$ cat config.mk
export PLATFORM = sky130hd
export DESIGN_NAME = spi_target
export DESIGN_NICKNAME = d
export VERILOG_FILES = /design/src/rtl/spi_target_pkg.sv /design/src/rtl/spi_target_syncbit.sv /design/src/rtl/spi_target.sv
export SDC_FILE = /design/constraint.sdc
export NUM_CORES = 1
export LEC_CHECK = 0
export ABC_CLOCK_PERIOD_IN_PS = 2100
export CAP_MARGIN = 20
export CORE_MARGIN = 3
export CORE_UTILIZATION = 35
export DETAILED_ROUTE_END_ITERATION = 8
export GPL_TIMING_DRIVEN = 0
export HOLD_SLACK_MARGIN = 0.08
export REMOVE_ABC_BUFFERS = 1
export SLEW_MARGIN = 10
export SYNTH_ARGS = -nofsm -noshare
export SYNTH_HDL_FRONTEND = slang
export SYNTH_SLANG_ARGS = --single-unit
export TNS_END_PERCENT = 50
$ cat constraint.sdc
create_clock -name clk -period 2.1 [get_ports clk]
set_clock_uncertainty 0.05 [all_clocks]
set_input_delay 0.42 -clock clk [delete_from_list [all_inputs] [get_ports clk]]
set_output_delay 0.42 -clock clk [all_outputs]
set_load 0.1 [all_outputs]
$ cat src/rtl/spi_target_pkg.sv
// rtl/spi_target_pkg.sv - shared IO constants for the SPI target
package spi_target_pkg;
    localparam int FRAME_W = 8;
    localparam int CNT_W   = 3;
    localparam logic [FRAME_W-1:0] IDLE_BYTE_DEFAULT = 8'hFF;
    localparam logic [CNT_W-1:0]   LAST_BIT = CNT_W'(FRAME_W - 1);
endpackage

$ cat src/rtl/spi_target_syncbit.sv
// rtl/spi_target_syncbit.sv - multi-stage synchronizer for one asynchronous input bit
module syncbit #(
    parameter int   STAGES  = 2,
    parameter logic RST_VAL = 1'b0
) (
    input  logic clk,
    input  logic resetq,
    input  logic d,
    output logic q
);
    logic [STAGES-1:0] ff;

    always_ff @(posedge clk or negedge resetq) begin
        if (!resetq) begin
            ff <= {STAGES{RST_VAL}};
        end else begin
            ff <= {ff[STAGES-2:0], d};
        end
    end

    assign q = ff[STAGES-1];
endmodule

$ cat src/rtl/spi_target.sv
// rtl/spi_target.sv - SPI mode 0 target with one-byte transmit holding register
module spi_target
    import spi_target_pkg::*;
#(
    parameter int                 SYNC_STAGES = 2,
    parameter logic [FRAME_W-1:0] IDLE_BYTE   = IDLE_BYTE_DEFAULT
) (
    input  logic               clk,
    input  logic               resetq,
    input  logic               sck,
    input  logic               mosi,
    input  logic               cs_n,
    output logic               miso,
    output logic               miso_oe,
    input  logic               rd,
    input  logic               wr,
    input  logic [FRAME_W-1:0] tx_data,
    output logic [FRAME_W-1:0] rx_data,
    output logic               valid,
    output logic               busy,
    output logic               overrun
);
    logic sck_s, mosi_s, cs_s;
    logic sck_q, cs_q;
    logic [CNT_W-1:0]   bit_cnt;
    logic [FRAME_W-2:0] rx_shift;
    logic [FRAME_W-1:0] tx_shift;
    logic [FRAME_W-1:0] hold;
    logic               reload_due;

    syncbit #(.STAGES(SYNC_STAGES), .RST_VAL(1'b0)) u_sync_sck  (.clk(clk), .resetq(resetq), .d(sck),  .q(sck_s));
    syncbit #(.STAGES(SYNC_STAGES), .RST_VAL(1'b0)) u_sync_mosi (.clk(clk), .resetq(resetq), .d(mosi), .q(mosi_s));
    syncbit #(.STAGES(SYNC_STAGES), .RST_VAL(1'b1)) u_sync_cs   (.clk(clk), .resetq(resetq), .d(cs_n), .q(cs_s));

    // Edges only count while the synchronized chip select is active.
    logic sck_rise, sck_fall, cs_fall, load;
    logic [FRAME_W-1:0] rx_next;
    assign sck_rise = !cs_s && sck_s && !sck_q;
    assign sck_fall = !cs_s && !sck_s && sck_q;
    assign cs_fall  = cs_q && !cs_s;
    assign load     = cs_fall || (sck_fall && reload_due);
    assign rx_next  = {rx_shift, mosi_s};

    assign miso    = tx_shift[FRAME_W-1];
    assign miso_oe = !cs_s;

    always_ff @(posedge clk or negedge resetq) begin
        if (!resetq) begin
            sck_q      <= 1'b0;
            cs_q       <= 1'b1;
            bit_cnt    <= '0;
            rx_shift   <= '0;
            tx_shift   <= '0;
            hold       <= '0;
            rx_data    <= '0;
            valid      <= 1'b0;
            busy       <= 1'b0;
            overrun    <= 1'b0;
            reload_due <= 1'b0;
        end else begin
            sck_q <= sck_s;
            cs_q  <= cs_s;

            if (rd) begin
                valid   <= 1'b0;
                overrun <= 1'b0;
            end

            if (wr && !busy) begin
                hold <= tx_data;
                busy <= 1'b1;
            end

            // Deselect drops any partial byte but leaves the holding register alone.
            if (cs_s) begin
                bit_cnt    <= '0;
                reload_due <= 1'b0;
            end else if (sck_rise) begin
                rx_shift <= rx_next[FRAME_W-2:0];
                bit_cnt  <= bit_cnt + 1'b1;
                if (bit_cnt == LAST_BIT) begin
                    rx_data    <= rx_next;
                    valid      <= 1'b1;
                    reload_due <= 1'b1;
                    if (valid && !rd) begin
                        overrun <= 1'b1;
                    end
                end
            end

            // A write landing on a load with busy=0 stays pending for the next byte.
            if (load) begin
                reload_due <= 1'b0;
                if (busy) begin
                    tx_shift <= hold;
                    busy     <= 1'b0;
                end else begin
                    tx_shift <= IDLE_BYTE;
                end
            end else if (sck_fall) begin
                tx_shift <= {tx_shift[FRAME_W-2:0], 1'b0};
            end
        end
    end
endmodule

### Yosys cells after proc, flatten, opt, wreduce, memory -nomap -nowiden

Cells that the tools add are included.

| word-level totals | value |
|---|---|
| output and inout bits | 13 |
| word-level logic and storage cells | 59 |
| bits in registers | 46 |
| bits of input ports | 15 |

| operators by class | value |
|---|---|
| bitwise logic cells | 1 |
| eq/ne operators | 1 |
| reductions and logical operators | 21 |
| muxes and demuxes | 21 |
| add/sub/neg operators | 1 |

Operators by type and width:

| cell | number |
|---|---|
| two-way mux 8 bit | 3 |
| two-way mux 1 bit | 16 |
| logical AND 1 bit | 8 |
| two-way mux 3 bit | 2 |
| nonzero test 3 bit | 2 |
| zero test 1 bit | 5 |
| AND reduction 2 bit | 2 |
| nonzero test 2 bit | 2 |
| adder 3 x 1 -> 3 bit (second input constant) | 1 |
| == test 3 bit (second input constant) | 1 |
| AND reduction 3 bit | 1 |
| logical OR 1 bit | 1 |
| NOT 1 bit | 1 |

### Longest topological paths before layout

| logic depth | value |
|---|---|
| word-level depth | 7 |
| gate-level depth with buffers | 6 |
| depth with buffers taken out | 5 |

### Hierarchy

A second synthesis with hierarchy kept.

| second synthesis, totals | value |
|---|---|
| cell total of the unflattened synthesis | 129 |
| area total of the unflattened synthesis | 1,891.8 sq um |

Modules (own cells, without submodules):

| module | cells an instance | instances | sequential area each (sq um) | area an instance (sq um) |
|---|---|---|---|---|
| spi_target | 123 | 1 | 1,002.2 | 1,739.2 |
| syncbit (u_sync_mosi ...) | 2 | 2 | 50.0 | 50.0 |
| syncbit (u_sync_cs) | 2 | 1 | 52.6 | 52.6 |

### Least setup slack after synthesis

OpenSTA, ideal clock, no wires.

| path | value |
|---|---|
| path type | register -> register |
| start point | reg busy |
| end point | reg tx_shift[7] |
| cell stages (with the launch flop) | 5 |
| slack | 0.229 ns |
| setup time | 0.125 ns |
| required time | 1.925 ns |
| arrival time | 1.695 ns |
| period minus slack after synthesis | 1.871 ns |
| buffers on the path | 1 |
| cell sequence | dfrtp_1 > clkbuf_1 > nor2b_1 > mux2i_1 > mux2_2 |

| between the ends | value |
|---|---|
| word-level cells in the longest chain between the ends | 2 |

Ends and longest elaborated chain:

| element | line | text |
|---|---|---|
| start: declaration | spi_target.sv:20 | `output logic busy,` |
| start signal: assignment | spi_target.sv:57 | `busy <= 1'b0;` |
| start signal: assignment | spi_target.sv:71 | `busy <= 1'b1;` |
| start signal: assignment | spi_target.sv:96 | `busy <= 1'b0;` |
| two-way mux 8 bit | spi_target.sv:94 | `if (busy) begin` |
| two-way mux 8 bit | spi_target.sv:92 | `if (load) begin` |
| end signal: assignment | spi_target.sv:95 | `tx_shift <= hold;` |
| end signal: assignment | spi_target.sv:101 | `tx_shift <= {tx_shift[FRAME_W-2:0], 1'b0};` |
| end: declaration | spi_target.sv:27 | `logic [FRAME_W-1:0] tx_shift;` |

No other way between the ends.
A chain may end at the register's enable or synchronous reset.

### Final worst setup path

| path | value |
|---|---|
| start point | reg valid |
| end point | out valid |

RTL lines:

| element | line | text |
|---|---|---|
| start: declaration | spi_target.sv:19 | `output logic valid,` |
| start signal: assignment | spi_target.sv:56 | `valid <= 1'b0;` |
| start signal: assignment | spi_target.sv:65 | `valid <= 1'b0;` |
| start signal: assignment | spi_target.sv:83 | `valid <= 1'b1;` |

No word-level cell between the ends.

==> run summary <==
Top cells by count, synth -> dfrtp_1, mux2_2, mux2i_1
CP startpoint kind -> register
H-Tree Depth -> 2
Port Buffer Count -> 27
Pleak -> 1.12 nW
Netlist cell types -> 25
Area added between synthesis and finish -> 24.1%
Worst Path Buf+Inv -> 1
Clock latency on the worst-skew pair -> 0.29 ns
Cell with the most instances after synthesis -> dfrtp_1
Vias/cell -> 4.53
Slew Limit Headroom -> 36.0%
Clk pwr share -> 28.6%
WS Path Type -> register to output pin
Initial core utilization -> 37.7%
Delay-heaviest family, CP -> buffers and inverters
Clock Pin Slew Worst Setup and Hold Paths -> 0.08 ns
Slowest cell delay on critical path -> 0.87 ns
GRT overflow -> 0
Worst R2R Setup Slack -> 0.41 ns
Placed Area -> 2210 µm²
Worst Hold Class -> register to register
Post-synth top area cell -> dfrtp_1
Pin count of the biggest net entering global routing -> 37
Seq/Total Area, Yosys -> 61.9%
PwrDens -> 963 nW/µm²
Clk sinks -> 46
Die ar. -> 6240 µm²
Crit path DAT -> 1.53 ns
Comb pwr share -> 19.0%
Syn Std Cell Area -> 1870 µm²
Max cap viols -> 0
Post-CTS Setup Repair Bufs -> 0
Worst-path fanout max -> 3
Post-route ant nets -> 0
Setup Viol. Count Final -> 0
Total CTS buffers -> 5
Post-synth EDFFs -> 0
Crit path from -> valid
NetSw -> 0.600 mW
Ant. Diodes -> 0
Area of the core -> 4940 µm²
DRC Markers -> 0
Switching Share -> 26.9%
Max frequency -> 501 MHz
Area share of the largest cell type after synthesis -> 57.7%
Pre-antenna DRT Iters -> 4
Die width -> 79.0 µm
Initial DRC Count -> 22
Clock Path Buffers -> 2
WHS -> 0.308 ns
Total GRT Usage -> 10.5%
Max Slew Vio Count -> 0
Final Cycle Share -> 95.1%
Startpoint of the worst hold path -> u_sync_cs.ff[0]
Critical path cell sequence -> dlygate4sd2_1
Tot Pwr -> 2.23 mW
CP max-delay cell -> dlygate4sd2_1
Most used DFF post-synth -> dfrtp_1
Via count -> 1038
Final std cells w/o fill -> 229
Placement Setup Slack -> -0.127 ns
First-pass GRT wire length -> 5180 µm
RSZ-0062 raised after global routing -> no
Final min period -> 2.00 ns
Placed Cells -> 220
Sequential share of power -> 52.4%
CTS tree -> done
RD Place Congestion -> 0.689
Reg-to-reg startpoint -> busy
Antenna violations before repair -> 0
Ranking of synthesized cells by area -> dfrtp_1, mux2_2, mux2i_1
Die Ht -> 79.0 µm
Req. time, crit path -> 1.63 ns
Synthesized flop and latch total -> 46
Number of global-route vias before repair -> 1175
Routed wire per std cell -> 12.4 µm
HPWL Detailed -> 2120 µm
Ys Warns -> 0
Internal Power -> 1.63 mW
Worst setup margin -> 0.102 ns
IR drop worst, VDD -> 0.000494 V
Outcome -> finished clean
Share of cells above drive strength 1 -> 27.8%
Final count of hold timing violations -> 0
Least-Margin Pin Slew -> 0.964 ns
Design area -> 2320 µm²
Root buf cell -> clkbuf_8
Row cnt -> 25
Fin nets -> 178
Detailed Route WL -> 2840 µm
Ys async rst share -> 100%
I/O pin total -> 28
Avg Inst Size Synth -> 14.5 µm²
Post-Syn Instances -> 129
Critical path capture point type -> output pin
[per-layer routing]
metal | GRT usage, % | vias to the layer above | part of all wire, % | routed length (µm)
li1 | - | 500 | - | -
met1 | 11.6 | 517 | 44 | 1240
met2 | 19.1 | 17 | 52 | 1480
met3 | 3.06 | 4 | 3.3 | 93
met4 | 3.61 | 0 | 1.2 | 34
met5 | 0 | - | 0 | 0
[layout by cell type, fill, tap and decap left out, drive strengths merged]
cell           Yosys  final
a21o               1      1
inv                9      9
and4bb             1      1
bufinv             0      1
and3b              1      1
a21oi              4      4
xor2               1      1
nor3               1      1
dlygate4sd2        0     11
nor2               6      6
clkdlybuf4s50      0     13
dfrtp             43     43
dlygate4sd3        0      1
clkinvlp           0      1
clkdlybuf4s15      0      2
nand2b             6      6
ha                 2      2
o21ai              1      1
clkbuf             1      6
mux2              26     26
a31oi              1      1
nor2b              4      4
nand2              1      1
buf                3      2
dfstp              3      3
nor3b              1      1
mux2i             13     13
[stage by stage]
step           util, %  setup TNS (ns)
2_1_floorplan        -               0
5_1_grt           46.9               0
3_5_place_dp      44.7          -0.179
4_1_cts           46.9               0
6_report          46.9               0
3_3_place_gp      44.4          -26.45
[registers in the layout, indices dropped and copies added, names as in the netlist]
| register | cells |
|---|---|
| bit_cnt | 3 |
| busy | 1 |
| cs_q | 1 |
| hold | 8 |
| overrun | 1 |
| reload_due | 1 |
| rx_data | 8 |
| rx_shift | 7 |
| sck_q | 1 |
| tx_shift | 8 |
| u_sync_cs.ff | 2 |
| u_sync_mosi.ff | 2 |
| u_sync_sck.ff | 2 |
| valid | 1 |
[kinds of logic after synthesis]
family,share of synthesized area [%]
AO/OA/AOI/OAI,2.68
XOR/XNOR,0.470
multiplexers,22.7
adder cells (fa/ha/maj),1.34
AND/OR/NAND/NOR,7.65
flip-flops,61.9
buffers and inverters,3.29
[what timing repair did]
item / CTS / global route
hold endpoints to repair: 10 / 0
endpoints found under the setup margin: 13 / 0
hold buffers: 1 / 0
resized for setup: 17 / 0
[final cells by class]
type / instances / area [µm²]
clock inverters: 2 / 37.5
multi-input cells: 70 / 649
fillers: 478 / 2630
clock buffers: 6 / 72.6
repair buffers: 29 / 284
inverters: 9 / 33.8
well taps: 67 / 83.8
flip-flops and latches: 46 / 1150
[power by group through the flow]
| stage | clock [mW] | sequential, mW | combinational [mW] |
|---|---|---|---|
| 2_1_floorplan | 0 | 1.24 | 0.248 |
| 3_3_place_gp | 0 | 1.18 | 0.422 |
| 3_5_place_dp | 0 | 1.19 | 0.438 |
| 4_1_cts | 0.662 | 1.17 | 0.433 |
| 5_1_grt | 0.697 | 1.19 | 0.469 |
| 6_report | 0.638 | 1.17 | 0.425 |
[worst paths after layout]
path | end | depth (start not counted)
worst max-delay path | valid | 1
worst min-delay path | u_sync_cs.ff[1] | 0
worst max register to register | hold[3] | 2
worst min register to register | u_sync_cs.ff[1] | 0
max in group asynchronous | cs_q | 3
min in group asynchronous | rx_data[0] | 2
(Power assumes the default switching activity.)
